==> config.mk <==
export PLATFORM = sky130hd
export DESIGN_NAME = alu_mc
export DESIGN_NICKNAME = d
export VERILOG_FILES = /design/src/rtl/alu_pkg.sv /design/src/rtl/alu_comb.sv /design/src/rtl/alu_mc.sv
export SDC_FILE = /design/constraint.sdc
export NUM_CORES = 1
export LEC_CHECK = 0
export BUFFER_PORTS_ARGS = -buffer_cell sky130_fd_sc_hd__clkbuf_2
export CELL_PAD_IN_SITES_DETAIL_PLACEMENT = 0
export CELL_PAD_IN_SITES_GLOBAL_PLACEMENT = 2
export CORE_MARGIN = 2
export CORE_UTILIZATION = 39
export DETAILED_ROUTE_END_ITERATION = 6
export PLACE_DENSITY_LB_ADDON = 0.1
export SLEW_MARGIN = 10
export SYNTH_ARGS = -nofsm -noshare
export SYNTH_HDL_FRONTEND = slang
export SYNTH_HIERARCHICAL = 1
export SYNTH_SLANG_ARGS = --single-unit
export TNS_END_PERCENT = 100
==> constraint.sdc <==
create_clock -name clk -period 14.2 [get_ports clk]
set_clock_uncertainty 0.1 [all_clocks]
set_input_delay 0.71 -clock clk [delete_from_list [all_inputs] [get_ports clk]]
set_output_delay 0.71 -clock clk [all_outputs]
set_load 0.05 [all_outputs]
==> src/rtl/alu_pkg.sv <==
// Shared opcodes, FSM encoding and op classification for the multi-cycle ALU.
package alu_pkg;

    localparam logic [6:0] OP_PASSA  = 7'b0000011;
    localparam logic [6:0] OP_ONE    = 7'b0000111;
    localparam logic [6:0] OP_ADD    = 7'b0001011;
    localparam logic [6:0] OP_SUB    = 7'b0001111;
    localparam logic [6:0] OP_INC    = 7'b0010011;
    localparam logic [6:0] OP_DEC    = 7'b0010111;
    localparam logic [6:0] OP_PASSA2 = 7'b0100011;
    localparam logic [6:0] OP_PASSB  = 7'b0100111;
    localparam logic [6:0] OP_SLL    = 7'b0110011;
    localparam logic [6:0] OP_SRL    = 7'b0110111;
    localparam logic [6:0] OP_SRA    = 7'b0111011;
    localparam logic [6:0] OP_MUL    = 7'b0111111;

    typedef enum logic {
        ST_IDLE = 1'b0,
        ST_RUN  = 1'b1
    } state_t;

    function automatic logic is_iterative(input logic [6:0] op);
        return (op == OP_SLL) || (op == OP_SRL) || (op == OP_SRA) || (op == OP_MUL);
    endfunction

endpackage

==> src/rtl/alu_comb.sv <==
// Single-cycle result and carry/overflow for the non-iterative opcodes.
module alu_comb
    import alu_pkg::*;
#(
    parameter int WIDTH = 32
) (
    input  logic [6:0]       op,
    input  logic [WIDTH-1:0] a,
    input  logic [WIDTH-1:0] b,
    output logic [WIDTH-1:0] result,
    output logic             carry,
    output logic             ovf
);

    logic [WIDTH-1:0] rhs;
    logic [WIDTH:0]   sum;
    logic [WIDTH:0]   diff;

    always_comb begin
        // INC/DEC reuse the adder and subtractor with a constant right operand
        rhs  = ((op == OP_INC) || (op == OP_DEC)) ? WIDTH'(1) : b;
        sum  = {1'b0, a} + {1'b0, rhs};
        diff = {1'b0, a} - {1'b0, rhs};

        result = '0;
        carry  = 1'b0;
        ovf    = 1'b0;
        case (op)
            OP_PASSA, OP_PASSA2: result = a;
            OP_ONE:              result = WIDTH'(1);
            OP_PASSB:            result = b;
            OP_ADD, OP_INC: begin
                result = sum[WIDTH-1:0];
                carry  = sum[WIDTH];
                ovf    = (a[WIDTH-1] == rhs[WIDTH-1]) && (sum[WIDTH-1] != a[WIDTH-1]);
            end
            OP_SUB, OP_DEC: begin
                // the extra MSB of the widened difference is the borrow
                result = diff[WIDTH-1:0];
                carry  = diff[WIDTH];
                ovf    = (a[WIDTH-1] != rhs[WIDTH-1]) && (diff[WIDTH-1] != a[WIDTH-1]);
            end
            default: ;
        endcase
    end

endmodule

==> src/rtl/alu_mc.sv <==
// Multi-cycle ALU: operands are sampled on start, single-cycle ops retire one edge
// later, shifts and multiply iterate one bit per cycle in the RUN state.
module alu_mc
    import alu_pkg::*;
#(
    parameter int WIDTH = 32,
    parameter int SHW   = $clog2(WIDTH)
) (
    input  logic             clk,
    input  logic             rst,
    input  logic             start,
    input  logic [WIDTH-1:0] busA,
    input  logic [WIDTH-1:0] busB,
    input  logic [6:0]       op,
    input  logic [2:0]       funct3,
    input  logic [6:0]       funct7,
    output logic [WIDTH-1:0] busC,
    output logic             busy,
    output logic             done,
    output logic             zero,
    output logic             carry,
    output logic             ovf
);

    localparam int CW = SHW + 1;

    state_t           state_q, state_d;
    logic             pend_q, pend_d;
    logic [6:0]       op_q, op_d;
    logic [WIDTH-1:0] a_q, a_d;
    logic [WIDTH-1:0] b_q, b_d;
    logic [WIDTH-1:0] acc_q, acc_d;
    logic [CW-1:0]    cnt_q, cnt_d;
    logic [2:0]       funct3_unused_q, funct3_unused_d;
    logic [6:0]       funct7_unused_q, funct7_unused_d;
    logic [WIDTH-1:0] busc_q, busc_d;
    logic             done_q, done_d;
    logic             zero_q, zero_d;
    logic             carry_q, carry_d;
    logic             ovf_q, ovf_d;

    logic [WIDTH-1:0] comb_result;
    logic             comb_carry;
    logic             comb_ovf;
    logic [CW-1:0]    run_len;
    logic             pend_iter;
    logic             last_step;
    logic             accept;
    logic [WIDTH-1:0] a_step;
    logic [WIDTH-1:0] acc_step;
    logic [WIDTH-1:0] res;

    alu_comb #(.WIDTH(WIDTH)) u_comb (
        .op     (op_q),
        .a      (a_q),
        .b      (b_q),
        .result (comb_result),
        .carry  (comb_carry),
        .ovf    (comb_ovf)
    );

    always_ff @(posedge clk or posedge rst) begin
        if (rst) begin
            state_q         <= ST_IDLE;
            pend_q          <= 1'b0;
            op_q            <= '0;
            a_q             <= '0;
            b_q             <= '0;
            acc_q           <= '0;
            cnt_q           <= '0;
            funct3_unused_q <= '0;
            funct7_unused_q <= '0;
            busc_q          <= '0;
            done_q          <= 1'b0;
            zero_q          <= 1'b0;
            carry_q         <= 1'b0;
            ovf_q           <= 1'b0;
        end else begin
            state_q         <= state_d;
            pend_q          <= pend_d;
            op_q            <= op_d;
            a_q             <= a_d;
            b_q             <= b_d;
            acc_q           <= acc_d;
            cnt_q           <= cnt_d;
            funct3_unused_q <= funct3_unused_d;
            funct7_unused_q <= funct7_unused_d;
            busc_q          <= busc_d;
            done_q          <= done_d;
            zero_q          <= zero_d;
            carry_q         <= carry_d;
            ovf_q           <= ovf_d;
        end
    end

    always_comb begin
        run_len   = (op_q == OP_MUL) ? CW'(WIDTH) : {1'b0, b_q[SHW-1:0]};
        pend_iter = pend_q && is_iterative(op_q) && (run_len != '0);
        last_step = (cnt_q == CW'(1));
    end

    always_comb begin
        state_d = state_q;
        case (state_q)
            ST_IDLE: if (pend_iter) state_d = ST_RUN;
            ST_RUN:  if (last_step) state_d = ST_IDLE;
            default: state_d = ST_IDLE;
        endcase
    end

    always_comb begin
        busy  = (state_q == ST_RUN);
        busC  = busc_q;
        done  = done_q;
        zero  = zero_q;
        carry = carry_q;
        ovf   = ovf_q;
    end

    // A launching iterative op still owns a_q/b_q, so a start arriving that cycle is dropped.
    assign accept = start && (state_q == ST_IDLE) && !pend_iter;

    always_comb begin
        case (op_q)
            OP_SRL:  a_step = a_q >> 1;
            OP_SRA:  a_step = $signed(a_q) >>> 1;
            default: a_step = a_q << 1;
        endcase
        acc_step = acc_q + (b_q[0] ? a_q : '0);

        pend_d          = 1'b0;
        op_d            = op_q;
        a_d             = a_q;
        b_d             = b_q;
        acc_d           = acc_q;
        cnt_d           = cnt_q;
        funct3_unused_d = funct3_unused_q;
        funct7_unused_d = funct7_unused_q;
        busc_d          = busc_q;
        done_d          = 1'b0;
        zero_d          = zero_q;
        carry_d         = carry_q;
        ovf_d           = ovf_q;
        res             = '0;

        if (state_q == ST_RUN) begin
            // During RUN a_q is the shifting value / multiplicand, b_q the multiplier.
            a_d   = a_step;
            cnt_d = cnt_q - CW'(1);
            if (op_q == OP_MUL) begin
                b_d   = b_q >> 1;
                acc_d = acc_step;
            end
            if (last_step) begin
                res     = (op_q == OP_MUL) ? acc_step : a_step;
                busc_d  = res;
                zero_d  = (res == '0);
                carry_d = 1'b0;
                ovf_d   = 1'b0;
                done_d  = 1'b1;
            end
        end else if (pend_q) begin
            if (pend_iter) begin
                cnt_d = run_len;
                acc_d = '0;
            end else begin
                res     = is_iterative(op_q) ? a_q : comb_result;
                busc_d  = res;
                zero_d  = (res == '0);
                carry_d = comb_carry;
                ovf_d   = comb_ovf;
                done_d  = 1'b1;
            end
        end

        if (accept) begin
            pend_d          = 1'b1;
            op_d            = op;
            a_d             = busA;
            b_d             = busB;
            funct3_unused_d = funct3;
            funct7_unused_d = funct7;
        end
    end

endmodule

==> metrics.txt, run 1 <==
Crit Path Max Fanout=32; Syn Std Cell Area=14100 sq um; routability cong.=0.911; PwrDens=274 nW/um^2; detailed-route wire length on metal 1=25600 um; number of buffers inserted by port buffering=110; Std-Cell Rows=69; post-detail-place hpwl=38700 um; result of the run=completed; Clock Latency Late Sink=460 ps; count of nets after finishing=2051; top routing layer in use=met4; ys async rst share=100%; share of final-layout standard cells stronger than drive strength 1=12.8%; leakage component of the power=0.00729 uW; count of vias placed by the detailed router=14.0k; Filler cells=3769; largest net degree at the start of global routing=81; die span in x=194 um; count of hold-fix buffers inserted at cts=0; Final period util=43.1%; Post-synth EDFFs=0; Sum Neg Setup Slack=0 ps; synth warn=6; signed area change from the synthesized netlist to the final layout=10.6%; die boundary height=194 um; global-route wire length before repair=81800 um; Ports=121; Initial DRT Pass Iterations=5; DRT antenna net count=0; transition time at the pin with the least slew margin=1050 ps; number of endpoints failing setup at the final stage=0; relative slew slack=29.6%; Max Slew Vio Count=0; commonest non-fill, non-tap cells in the layout=sky130_fd_sc_hd__nand2_1 (301), sky130_fd_sc_hd__a21oi_1 (159), sky130_fd_sc_hd__dfrtp_1 (145); Synth Net Count=2021; starting density of the core=39.5%; TritonCTS Buffers=17; number of vias per cell after detailed routing=5.97; most common library cell in the layout ignoring fill and taps=sky130_fd_sc_hd__nand2_1; routed len/inst=22.4 um; per-instance average area after synthesis=7.66 sq um; unique cell type count in the Yosys netlist=97; Fmax=163 MHz; post-synthesis cell count=1834; sequential fraction of the synthesis area=26.2%; Core Footprint=35600 sq um; initial antenna violation count=0; buffer type at the clock tree root=sky130_fd_sc_hd__clkbuf_16; post-cts repair resize count=0; sum of routed wire length over all layers=52400 um; worst setup path class=reg2reg; Final Hold Violating Endpoints=0; min cycle time layout=6120 ps; H-tree depth=4; total area of sequential cells=3680 sq um; critical path startpoint category=flip-flop; met2 WL post-DR=23300 um; total area of multi-input combinational cells=9630 sq um; GRT Residual Overflow=0; clock sink total=147; kind of end point of the critical path=flip-flop; vias in the first global route=13.6k; count of inserted antenna diode cells=0; die area=37600 sq um; worst path arrival time=6400 ps; required time of the critical path=14470 ps; clock-pin transition on the worst setup and hold timing paths=70 ps; flip-flop and latch count after synthesis=147; RSZ-0062 raised after global routing=false; HP Class=in2async; Global Route Usage Sum=27.7%; most instantiated flip-flop cell in the synthesis netlist=sky130_fd_sc_hd__dfrtp_1; core occupancy in the finished layout=43.7%; met3 WL post-DR=2460 um; number of maximum-capacitance violations=0; CTS Buffer Depth=2; post-CTS setup repair buffer count=0; # DRC=0; IR drop worst, VDD=0.106 mV; clock tree from TritonCTS=yes; DRT iter0 DRCs=1058
-- state kept, by name (all words and copies together) (netlist names) --
name	cells
carry	1
b_q	32
busy	1
op_q	7
cnt_q	6
acc_q	32
a_q	32
zero	1
done	1
busC	32
pend_q	1
ovf	1
-- where the power goes --
group	internal (uW)	switching, uW	leakage [uW]	total (uW)
sequential	589	316	0.00185	905
combinational	1010	1840	0.00513	2850
clock	289	220	0.000308	509
total	1890	2370	0.00729	4260
-- metrics by stage --
step / worst slack (ps) / std cells / total power, uW / hold WS (ps) / cell area, sq um
6_report: 8080 / 2338 / 4260 / 298 / 15500
5_1_grt: 7720 / 2338 / 4600 / 352 / 15500
4_1_cts: 8110 / 2338 / 4240 / 326 / 15500
3_5_place_dp: 8130 / 2306 / 3710 / 381 / 14900
3_3_place_gp: 8170 / 2306 / 3700 / 369 / 14900
2_1_floorplan: 9420 / 1834 / 2910 / 356 / 14100
-- synth_stat cells (7+ instances only) --
cell	instances	area [sq um]
sky130_fd_sc_hd__nand2_1	301	1130
sky130_fd_sc_hd__a21oi_1	159	796
sky130_fd_sc_hd__dfrtp_1	147	3680
sky130_fd_sc_hd__nor2_1	140	526
sky130_fd_sc_hd__ha_1	100	1250
sky130_fd_sc_hd__o21ai_0	99	495
sky130_fd_sc_hd__clkbuf_1	93	349
sky130_fd_sc_hd__a22oi_1	71	533
sky130_fd_sc_hd__inv_1	71	267
sky130_fd_sc_hd__mux2i_1	43	430
sky130_fd_sc_hd__xnor2_1	41	359
sky130_fd_sc_hd__nand3_1	39	195
sky130_fd_sc_hd__and2_1	37	231
sky130_fd_sc_hd__a21o_1	31	233
sky130_fd_sc_hd__a22o_1	28	245
sky130_fd_sc_hd__nor3_1	26	130
sky130_fd_sc_hd__o211ai_1	26	195
sky130_fd_sc_hd__nor2b_1	20	125
sky130_fd_sc_hd__o21ai_1	20	100
sky130_fd_sc_hd__mux2_2	19	214
sky130_fd_sc_hd__nand4_1	19	119
sky130_fd_sc_hd__xor2_1	18	158
sky130_fd_sc_hd__a31oi_1	17	106
sky130_fd_sc_hd__buf_2	17	85.1
sky130_fd_sc_hd__a221o_1	14	140
sky130_fd_sc_hd__nand2b_1	14	87.6
sky130_fd_sc_hd__o21a_1	12	90.1
sky130_fd_sc_hd__o31ai_1	12	90.1
sky130_fd_sc_hd__o21bai_1	11	82.6
sky130_fd_sc_hd__a211o_1	10	87.6
sky130_fd_sc_hd__buf_1	10	37.5
sky130_fd_sc_hd__nor4_1	10	62.6
sky130_fd_sc_hd__a211oi_1	8	60.1
sky130_fd_sc_hd__and3_1	8	50.1
sky130_fd_sc_hd__a2111oi_0	7	61.3
sky130_fd_sc_hd__nand3b_1	7	52.6
-- kinds of logic after synthesis --
group / Yosys count / share of synthesized area [%]
simple gates: 669 / 22.1
compound gates: 593 / 28.4
buf+inv: 199 / 5.52
flops: 147 / 26.2
fa+ha+maj: 104 / 9.40
mux: 63 / 4.69
xor+xnor: 59 / 3.68
-- routing by layer --
metal | GRT usage [%] | up-vias
met4 | 7.46 | 0
met1 | 41.0 | 6865
met3 | 3.67 | 50
met2 | 42.4 | 363
met5 | 0 | -
li1 | - | 6684
-- layout make-up --
type,instances,area share [%]
multi-input combinational,1488,62.0
sequential,147,23.7
timing repair buffer,133,4.65
tap,461,3.71
clock buffer,19,2.85
inverter,77,1.89
clock inverter,13,1.22
-- final timing paths --
kind | slack [ps] | cells after the start | start | endpoint
hold / removal | 300 | 2 | rst | op_q[1]$_DFFE_PP0P_
setup / recovery | 8080 | 21 | op_q[6]$_DFFE_PP0P_ | zero$_DFFE_PP0P_
min in group clk | 360 | 3 | busB[31] | b_q[31]$_DFFE_PP0P_
max in group asynchronous | 12250 | 3 | rst | b_q[20]$_DFFE_PP0P_
setup reg to reg | 8080 | 21 | op_q[6]$_DFFE_PP0P_ | zero$_DFFE_PP0P_
hold reg to reg | 390 | 2 | acc_q[27]$_DFFE_PP0P_ | acc_q[27]$_DFFE_PP0P_
-- critical path, cell delays in order, from the launching register on --
cell                       delay, ps
sky130_fd_sc_hd__dfrtp_1         390
sky130_fd_sc_hd__nand3b_1        210
sky130_fd_sc_hd__or4b_2         1090
sky130_fd_sc_hd__nand2b_1        290
sky130_fd_sc_hd__ha_1            210
sky130_fd_sc_hd__inv_1            60
sky130_fd_sc_hd__fa_1            400
sky130_fd_sc_hd__nor2_1          250
sky130_fd_sc_hd__o221ai_2        170
sky130_fd_sc_hd__a211oi_1        540
sky130_fd_sc_hd__a311o_1         380
sky130_fd_sc_hd__o21ai_0         200
sky130_fd_sc_hd__xnor2_1         220
sky130_fd_sc_hd__o21ai_0          90
sky130_fd_sc_hd__nand2_1          80
sky130_fd_sc_hd__nand2_1         100
sky130_fd_sc_hd__nor2_1          120
sky130_fd_sc_hd__nand3_1          80
sky130_fd_sc_hd__nor4_1          590
sky130_fd_sc_hd__and3_1          300
sky130_fd_sc_hd__a21oi_1          60
sky130_fd_sc_hd__o31ai_2          90
(Power assumes the default switching activity.)
==> inputs of run 2 (changes only) <==
--- a/config.mk
+++ b/config.mk
@@ -5,11 +5,12 @@
 export SDC_FILE = /design/constraint.sdc
 export NUM_CORES = 1
 export LEC_CHECK = 0
+export ABC_AREA = 1
 export BUFFER_PORTS_ARGS = -buffer_cell sky130_fd_sc_hd__clkbuf_2
 export CELL_PAD_IN_SITES_DETAIL_PLACEMENT = 0
 export CELL_PAD_IN_SITES_GLOBAL_PLACEMENT = 2
 export CORE_MARGIN = 2
-export CORE_UTILIZATION = 39
+export CORE_UTILIZATION = 30
 export DETAILED_ROUTE_END_ITERATION = 6
 export PLACE_DENSITY_LB_ADDON = 0.1
 export SLEW_MARGIN = 10
==> constraint.sdc (replaced) <==
create_clock -name clk -period 5.15 [get_ports clk]
set_clock_uncertainty 0.1 [all_clocks]
set_input_delay 0.2575 -clock clk [delete_from_list [all_inputs] [get_ports clk]]
set_output_delay 0.2575 -clock clk [all_outputs]
set_load 0.05 [all_outputs]
==> run 2 against run 1 <==
  * First-iteration DRC count is 32% higher
  * Wire length is 34% higher
  * Clock power grew to 2.6 times the previous value
  * Non-clock buffer count is 74 higher
  * Cell area is 22% higher
  * Largest cell class unchanged
  * Sequential power is 130% higher
  * Register-to-register slack worse by 7600 ps
  * Cell count is 55% higher
  * Power grew to 2.7 times the previous value
  * Setup slack worse by 7600 ps
  * Synthesized cell count is 52% higher
  * Highest routed layer unchanged
  * Global-route usage is 2.9 points lower
==> metrics.txt, run 2 <==
result of the run=completed (unchanged); number of buffers and inverters on the critical path=6 (was 1); number of endpoints failing setup at the final stage=0 (unchanged); cell type with the largest total area after synthesis=sky130_fd_sc_hd__dfrtp_1 (unchanged); number of vias per cell after detailed routing=5.00 (was 5.97); count of inserted antenna diode cells=0 (unchanged); Synth Net Count=2979 (was 2021); count of nets after finishing=3105 (was 2051); unique cell type count in the Yosys netlist=54 (was 97); Final Hold Violating Endpoints=0 (unchanged); starting density of the core=30.4% (was 39.5%); GRT Residual Overflow=0 (unchanged); top routing layer in use=met4 (unchanged); Sum Neg Setup Slack=0 ps (unchanged); Clock Latency Late Sink=470 ps (was 460 ps); synth warn=6 (unchanged); Crit Path Max Fanout=31 (was 32); most common library cell in the layout ignoring fill and taps=sky130_fd_sc_hd__nand2_1 (unchanged); worst setup path class=reg2reg (unchanged); Core Footprint=54000 sq um (was 35600 sq um); relative slew slack=23.5% (was 29.6%); number of instances in the placed design=3526 (was 2306); initial antenna violation count=0 (unchanged); area share of the largest cell type after synthesis=22.4% (was 26.2%); routability cong.=0.916 (was 0.911); worst-path cell with the longest stage delay=sky130_fd_sc_hd__ha_1 (was sky130_fd_sc_hd__or4b_2); worst path arrival time=5010 ps (was 6400 ps); clock-pin transition on the worst setup and hold timing paths=70 ps (about the same); vias in the first global route=17.5k (was 13.6k); critical path startpoint category=flip-flop (unchanged); most repeated library cell on the critical path=sky130_fd_sc_hd__nand2_1; met3 WL post-DR=2900 um (was 2460 um); # DRC=0 (unchanged); RSZ-0062 raised after global routing=false (unchanged); most instantiated flip-flop cell in the synthesis netlist=sky130_fd_sc_hd__dfrtp_1 (unchanged); per-instance average area after synthesis=5.89 sq um (was 7.66 sq um); sequential fraction of the synthesis area=22.4% (was 26.2%); number of buffers inserted by port buffering=110 (unchanged); number of maximum-capacitance violations=0 (unchanged); DRT iter0 DRCs=1400 (was 1058); PwrDens=619 nW/um^2 (was 274 nW/um^2); met2 WL post-DR=32900 um (was 23300 um); Final period util=91.4% (was 43.1%); largest net degree at the start of global routing=148 (was 81); number of cells on the worst hold path=3; Initial DRT Pass Iterations=5 (unchanged); worst setup slack after placement=393 ps (was 8130 ps); CTS Buffer Depth=2 (unchanged); leakage component of the power=0.0103 uW (was 0.00729 uW); post-synthesis cell count=2792 (was 1834); Hold Crit Endpoint=b_q[19]$_DFFE_PP0P_; TritonCTS Buffers=17 (unchanged); count of vias placed by the detailed router=18.1k (was 14.0k); RR Startpoint=op_q[1]$_DFFE_PP0P_ (was op_q[6]$_DFFE_PP0P_); Syn Std Cell Area=16400 sq um (was 14100 sq um); detailed-route wire length on metal 1=32800 um (was 25600 um); R2R setup slack=440 ps (was 8080 ps); Std-Cell Rows=85 (was 69); most repeated cell in the gate-level netlist after synthesis=sky130_fd_sc_hd__nand2_1 (unchanged); die area=56700 sq um (was 37600 sq um); startpoint of the most critical hold path=busB[19]; global-route wire length before repair=106000 um (was 81800 um); ys async rst share=100% (unchanged); commonest non-fill, non-tap cells in the layout=sky130_fd_sc_hd__nand2_1 (948), sky130_fd_sc_hd__inv_1 (511), sky130_fd_sc_hd__nand3_1 (211) (was sky130_fd_sc_hd__nand2_1 (301), sky130_fd_sc_hd__a21oi_1 (159), sky130_fd_sc_hd__dfrtp_1 (145)); IR drop worst, VDD=0.498 mV (was 0.106 mV); post-detail-place hpwl=56600 um (was 38700 um); buffer type at the clock tree root=sky130_fd_sc_hd__clkbuf_16 (unchanged); Global Route Usage Sum=24.9% (was 27.7%); die span in x=238 um (was 194 um); Post-synth EDFFs=0 (unchanged); critical register-to-register path endpoint=zero$_DFFE_PP0P_ (unchanged); kind of end point of the critical path=flip-flop (unchanged); signed area change from the synthesized netlist to the final layout=14.9% (was 10.6%); flip-flop and latch count after synthesis=147 (unchanged); required time of the critical path=5450 ps (was 14470 ps); routed len/inst=19.4 um (was 22.4 um); share of final-layout standard cells stronger than drive strength 1=9.01% (was 12.8%); minimum setup slack in the final design=441 ps (was 8080 ps); final std cells w/o fill=3627 (was 2338); longest individual stage delay on the worst path=440 ps (was 1090 ps); clock sink total=147 (unchanged); cell types with the largest area share after synthesis=sky130_fd_sc_hd__dfrtp_1 (22%), sky130_fd_sc_hd__nand2_1 (22%), sky130_fd_sc_hd__inv_1 (12%), sky130_fd_sc_hd__ha_1 (7.6%), sky130_fd_sc_hd__nand3_1 (6.4%) (was sky130_fd_sc_hd__dfrtp_1 (26%), sky130_fd_sc_hd__ha_1 (8.9%), sky130_fd_sc_hd__nand2_1 (8.0%), sky130_fd_sc_hd__a21oi_1 (5.7%), sky130_fd_sc_hd__a22oi_1 (3.8%)); H-tree depth=4 (unchanged); post-route total power=11700 uW (was 4260 uW); DRT antenna net count=0 (unchanged); worst-case reg-to-reg path depth=34 (was 21); Ports=121 (unchanged); min cycle time layout=4710 ps (was 6120 ps); Max Slew Vio Count=0 (unchanged); transition time at the pin with the least slew margin=1150 ps (was 1050 ps); HP Class=in2reg (was in2async); post-CTS setup repair buffer count=0 (unchanged); die boundary height=238 um (was 194 um); clock tree from TritonCTS=yes (unchanged); ranking of synthesized cells by instance count=sky130_fd_sc_hd__nand2_1 (948), sky130_fd_sc_hd__inv_1 (513), sky130_fd_sc_hd__nand3_1 (211) (was sky130_fd_sc_hd__nand2_1 (301), sky130_fd_sc_hd__a21oi_1 (159), sky130_fd_sc_hd__dfrtp_1 (147)); dominant delay contributor by cell family on the critical path=simple AND/OR/NAND/NOR gates (unchanged); Fmax=212 MHz (was 163 MHz); sum of routed wire length over all layers=70500 um (was 52400 um)
-- run 2: where the power goes --
| part | leakage [uW] | internal [uW] | switching [uW] | total [uW] |
|---|---|---|---|---|
| registers | 0.00187 | 1550 | 520 | 2070 |
| clock network | 0.000286 | 734 | 602 | 1340 |
| logic | 0.00815 | 2400 | 5870 | 8270 |
| total | 0.0103 | 4690 | 7000 | 11700 |
-- run 2: worst min-delay path, stage by stage --
cell                       delay (ps)
sky130_fd_sc_hd__clkbuf_2          80
sky130_fd_sc_hd__nand2_1          120
sky130_fd_sc_hd__o221ai_1         100
-- run 2: kinds of logic after synthesis --
family	count (synthesis)	synth area share, %
AO/OA/AOI/OAI	416	15.8
XOR/XNOR	6	0.320
adder cells (fa/ha/maj)	103	7.98
buffers and inverters	629	15.3
flip-flops	147	22.4
AND/OR/NAND/NOR	1491	38.2
-- run 2: metrics by stage --
step / hold slack (ps) / cell area (sq um) / utilization, %
2_1_floorplan: 267 / 16400 / -
6_report: 47.4 / 18900 / 35.0
3_5_place_dp: 360 / 17600 / 32.6
3_3_place_gp: 359 / 17600 / 32.6
5_1_grt: 48.3 / 18900 / 35.0
4_1_cts: 14.1 / 18900 / 34.9
-- run 2: layout make-up --
type	count	area, sq um
Tap cell	696	871
Inverter	529	1990
Sequential cell	147	3680
Fill cell	6105	35100
Timing Repair Buffer	207	1480
Clock buffer	19	443
Multi-Input combinational cell	2016	10300
Clock inverter	13	149
-- run 2: how the worst max path moves through the flow --
stage | start | end | slack [ps] | cells past startpoint
finish | op_q[1]$_DFFE_PP0P_ | zero$_DFFE_PP0P_ | 440 | 34
global route | op_q[6]$_DFFE_PP0P_ | zero$_DFFE_PP0P_ | 20 | 29
CTS | op_q[6]$_DFFE_PP0P_ | zero$_DFFE_PP0P_ | 360 | 30
detailed placement | op_q[6]$_DFFE_PP0P_ | zero$_DFFE_PP0P_ | 390 | 30
global placement | op_q[6]$_DFFE_PP0P_ | zero$_DFFE_PP0P_ | 380 | 30
floorplan | rst | a_q[0]$_DFFE_PP0P_ | 840 | 1
-- run 2: repair_timing --
action | 4_1_cts | 5_1_grt
hold buffers | 69 | 0
resized for setup | 0 | 2
hold endpoints to repair | 109 | 0
setup endpoints to repair | 0 | 1
-- run 2: per-layer routing --
layer	GRT usage, %	up-vias
li1	-	9110
met1	33.7	8459
met2	42.0	502
met3	2.45	64
met4	7.20	0
met5	0	-
==> inputs of run 3 (changes only) <==
--- a/config.mk
+++ b/config.mk
@@ -10,7 +10,7 @@
 export CELL_PAD_IN_SITES_DETAIL_PLACEMENT = 0
 export CELL_PAD_IN_SITES_GLOBAL_PLACEMENT = 2
 export CORE_MARGIN = 2
-export CORE_UTILIZATION = 30
+export CORE_UTILIZATION = 36
 export DETAILED_ROUTE_END_ITERATION = 6
 export PLACE_DENSITY_LB_ADDON = 0.1
 export SLEW_MARGIN = 10
==> constraint.sdc (replaced) <==
create_clock -name clk -period 5.8 [get_ports clk]
set_clock_uncertainty 0.1 [all_clocks]
set_input_delay 0.29 -clock clk [delete_from_list [all_inputs] [get_ports clk]]
set_output_delay 0.29 -clock clk [all_outputs]
set_load 0.05 [all_outputs]
==> run 3 against run 2 <==
  * Register-to-register slack better by 480 ps
  * Maximum frequency down 3.5%
  * Die area down 16%
  * Global-route usage up 3.7 points
  * Cell area down 1.3%
  * Via count up 1.3%
==> metrics.txt, run 3 (synthesis results as in run 2) <==
result of the run=completed (unchanged); final std cells w/o fill=3520 (was 3627); sequential group share of total power=18.2% (was 17.7%); CP Capture Point=zero$_DFFE_PP0P_ (unchanged); initial antenna violation count=1 (was 0); Global Route Usage Sum=28.6% (was 24.9%); worst-path cell with the longest stage delay=sky130_fd_sc_hd__dfrtp_1 (was sky130_fd_sc_hd__ha_1); count of nets after finishing=3094 (was 3105); Clock Latency Late Sink=470 ps (about the same); count of inserted antenna diode cells=0 (unchanged); kind of end point of the critical path=flip-flop (unchanged); R2R setup slack=920 ps (was 440 ps); share of final-layout standard cells stronger than drive strength 1=8.70% (was 9.01%); post-detail-place hpwl=53600 um (was 56600 um); number of buffers inserted by port buffering=110 (unchanged); Final Hold Violating Endpoints=0 (unchanged); Fmax=205 MHz (was 212 MHz); min cycle time layout=4880 ps (was 4710 ps); Ports=121 (unchanged); count of vias placed by the detailed router=18.4k (was 18.1k); net load switching power=6130 uW (was 7000 uW); core occupancy in the finished layout=41.2% (was 35.0%); number of instances in the placed design=3421 (was 3526); Max Slew Vio Count=0 (unchanged); signed area change from the synthesized netlist to the final layout=13.4% (was 14.9%); HP Class=in2reg (unchanged); H-tree depth=4 (unchanged); DRT antenna net count=0 (unchanged); DRT iter0 DRCs=1494 (was 1400); commonest non-fill, non-tap cells in the layout=sky130_fd_sc_hd__nand2_1 (948), sky130_fd_sc_hd__inv_1 (511), sky130_fd_sc_hd__nand3_1 (210) (was sky130_fd_sc_hd__nand2_1 (948), sky130_fd_sc_hd__inv_1 (511), sky130_fd_sc_hd__nand3_1 (211)); vias in the first global route=17.4k (was 17.5k); relative slew slack=25.2% (was 23.5%); worst setup slack after placement=935 ps (was 393 ps); Sum Neg Setup Slack=0 ps (unchanged); number of endpoints failing setup at the final stage=0 (unchanged); count of hold-fix buffers inserted at cts=67 (was 69); RSZ-0062 raised after global routing=false (unchanged); routed len/inst=19.2 um (was 19.4 um); number of vias per cell after detailed routing=5.22 (was 5.00); starting density of the core=36.4% (was 30.4%); number of maximum-capacitance violations=0 (unchanged); worst-case reg-to-reg path depth=30 (was 34); routability cong.=0.938 (was 0.916); sum of routed wire length over all layers=67700 um (was 70500 um); leakage component of the power=0.0102 uW (was 0.0103 uW); PwrDens=548 nW/um^2 (was 619 nW/um^2); worst path arrival time=5180 ps (was 5010 ps); largest net degree at the start of global routing=88 (was 148); IR drop worst, VDD=0.381 mV (was 0.498 mV); buffer type at the clock tree root=sky130_fd_sc_hd__clkbuf_16 (unchanged); post-CTS setup repair buffer count=0 (unchanged); most common library cell in the layout ignoring fill and taps=sky130_fd_sc_hd__nand2_1 (unchanged); die span in x=218 um (was 238 um); Core Footprint=45200 sq um (was 54000 sq um); transition time at the pin with the least slew margin=1120 ps (was 1150 ps); CTS Buffer Depth=2 (unchanged); worst setup path start=op_q[2]$_DFFE_PP0P_ (was op_q[1]$_DFFE_PP0P_); critical register-to-register path endpoint=zero$_DFFE_PP0P_ (unchanged); clock sink total=147 (unchanged); Crit Path Max Fanout=23 (was 31); critical path startpoint category=flip-flop (unchanged); clock tree from TritonCTS=yes (unchanged); GRT Residual Overflow=0 (unchanged); part of the power in combinational logic=70.7% (was 70.8%); die area=47400 sq um (was 56700 sq um); post-cts repair resize count=0 (unchanged); switch share=60.0% (was 59.9%); clock-pin transition on the worst setup and hold timing paths=80 ps (was 70 ps); global-route wire length before repair=102000 um (was 106000 um); TritonCTS Buffers=17 (unchanged); Std-Cell Rows=78 (was 85); most repeated library cell on the critical path=sky130_fd_sc_hd__nand2_1 (unchanged); worst setup path class=reg2reg (unchanged); Final period util=84.1% (was 91.4%); required time of the critical path=6100 ps (was 5450 ps); die boundary height=218 um (was 238 um); # DRC=0 (unchanged); RR Startpoint=op_q[2]$_DFFE_PP0P_ (was op_q[1]$_DFFE_PP0P_); minimum setup slack in the final design=921 ps (was 441 ps); clock network power share=11.1% (was 11.4%); internal power=4080 uW (was 4690 uW); longest individual stage delay on the worst path=460 ps (was 440 ps); Initial DRT Pass Iterations=5 (unchanged)
## run 3: changes by cell type in the layout (fill, tap and decap cells not counted)
cell                            delta
sky130_fd_sc_hd__buf_12            -1
sky130_fd_sc_hd__buf_4             -8
sky130_fd_sc_hd__bufinv_16         -1
sky130_fd_sc_hd__clkinvlp_4        +1
sky130_fd_sc_hd__dlygate4sd3_1     -2
sky130_fd_sc_hd__nand3_1           -1
sky130_fd_sc_hd__nand3_2           +1
sky130_fd_sc_hd__nor3_1            +1
sky130_fd_sc_hd__nor3_2            -1
sky130_fd_sc_hd__nor4_1            +1
sky130_fd_sc_hd__nor4_2            -1
## run 3: final cells by class
| type | count | area, sq um |
|---|---|---|
| Multi-Input combinational cell | 2016 | 10300 |
| Fill cell | 5007 | 26600 |
| Clock inverter | 13 | 126 |
| Tap cell | 600 | 751 |
| Sequential cell | 147 | 3680 |
| Timing Repair Buffer | 196 | 1380 |
| Clock buffer | 19 | 443 |
| Inverter | 529 | 1990 |
## run 3: worst min-delay path by stage
stage	cells past startpoint	to	slack, ps	from
3_5_place_dp	2	busC[1]$_DFFE_PP0P_	370	busC[1]$_DFFE_PP0P_
5_1_grt	3	b_q[19]$_DFFE_PP0P_	20	busB[19]
6_report	3	b_q[19]$_DFFE_PP0P_	30	busB[19]
4_1_cts	3	b_q[12]$_DFFE_PP0P_	2	busB[12]
3_3_place_gp	2	busC[16]$_DFFE_PP0P_	360	busC[16]$_DFFE_PP0P_
2_1_floorplan	2	op_q[0]$_DFFE_PP0P_	300	op[0]
## run 3: through the flow
stage | hold slack [ps] | area (sq um) | power, uW
5_1_grt | 17.6 | 18600 | 11200
4_1_cts | 1.64 | 18600 | 10200
6_report | 28.6 | 18600 | 10200
2_1_floorplan | 300 | 16400 | 6860
3_5_place_dp | 372 | 17400 | 8990
3_3_place_gp | 364 | 17400 | 8940
## run 3: worst max-delay path: cells and delay by family (launching register included)
family / cells / cell delay (ps)
buffers and inverters: 7 / 850
DFF: 1 / 460
adders and majority gates: 1 / 450
AOI/OAI and AO/OA: 2 / 260
and+or+nand+nor: 20 / 2690
## run 3: metal layers
metal / GRT usage, % / wire length, um
met5: 0 / 0
met4: 8.38 / 1860
met3: 2.96 / 3510
met2: 47.2 / 30900
met1: 39.3 / 31500
## run 3: power by group through the flow
stage          combinational [uW]  sequential [uW]  clock [uW]
6_report                     7230             1860        1130
2_1_floorplan                4850             2010           0
5_1_grt                      8100             1900        1190
4_1_cts                      7180             1870        1150
3_3_place_gp                 7060             1880           0
3_5_place_dp                 7100             1890           0
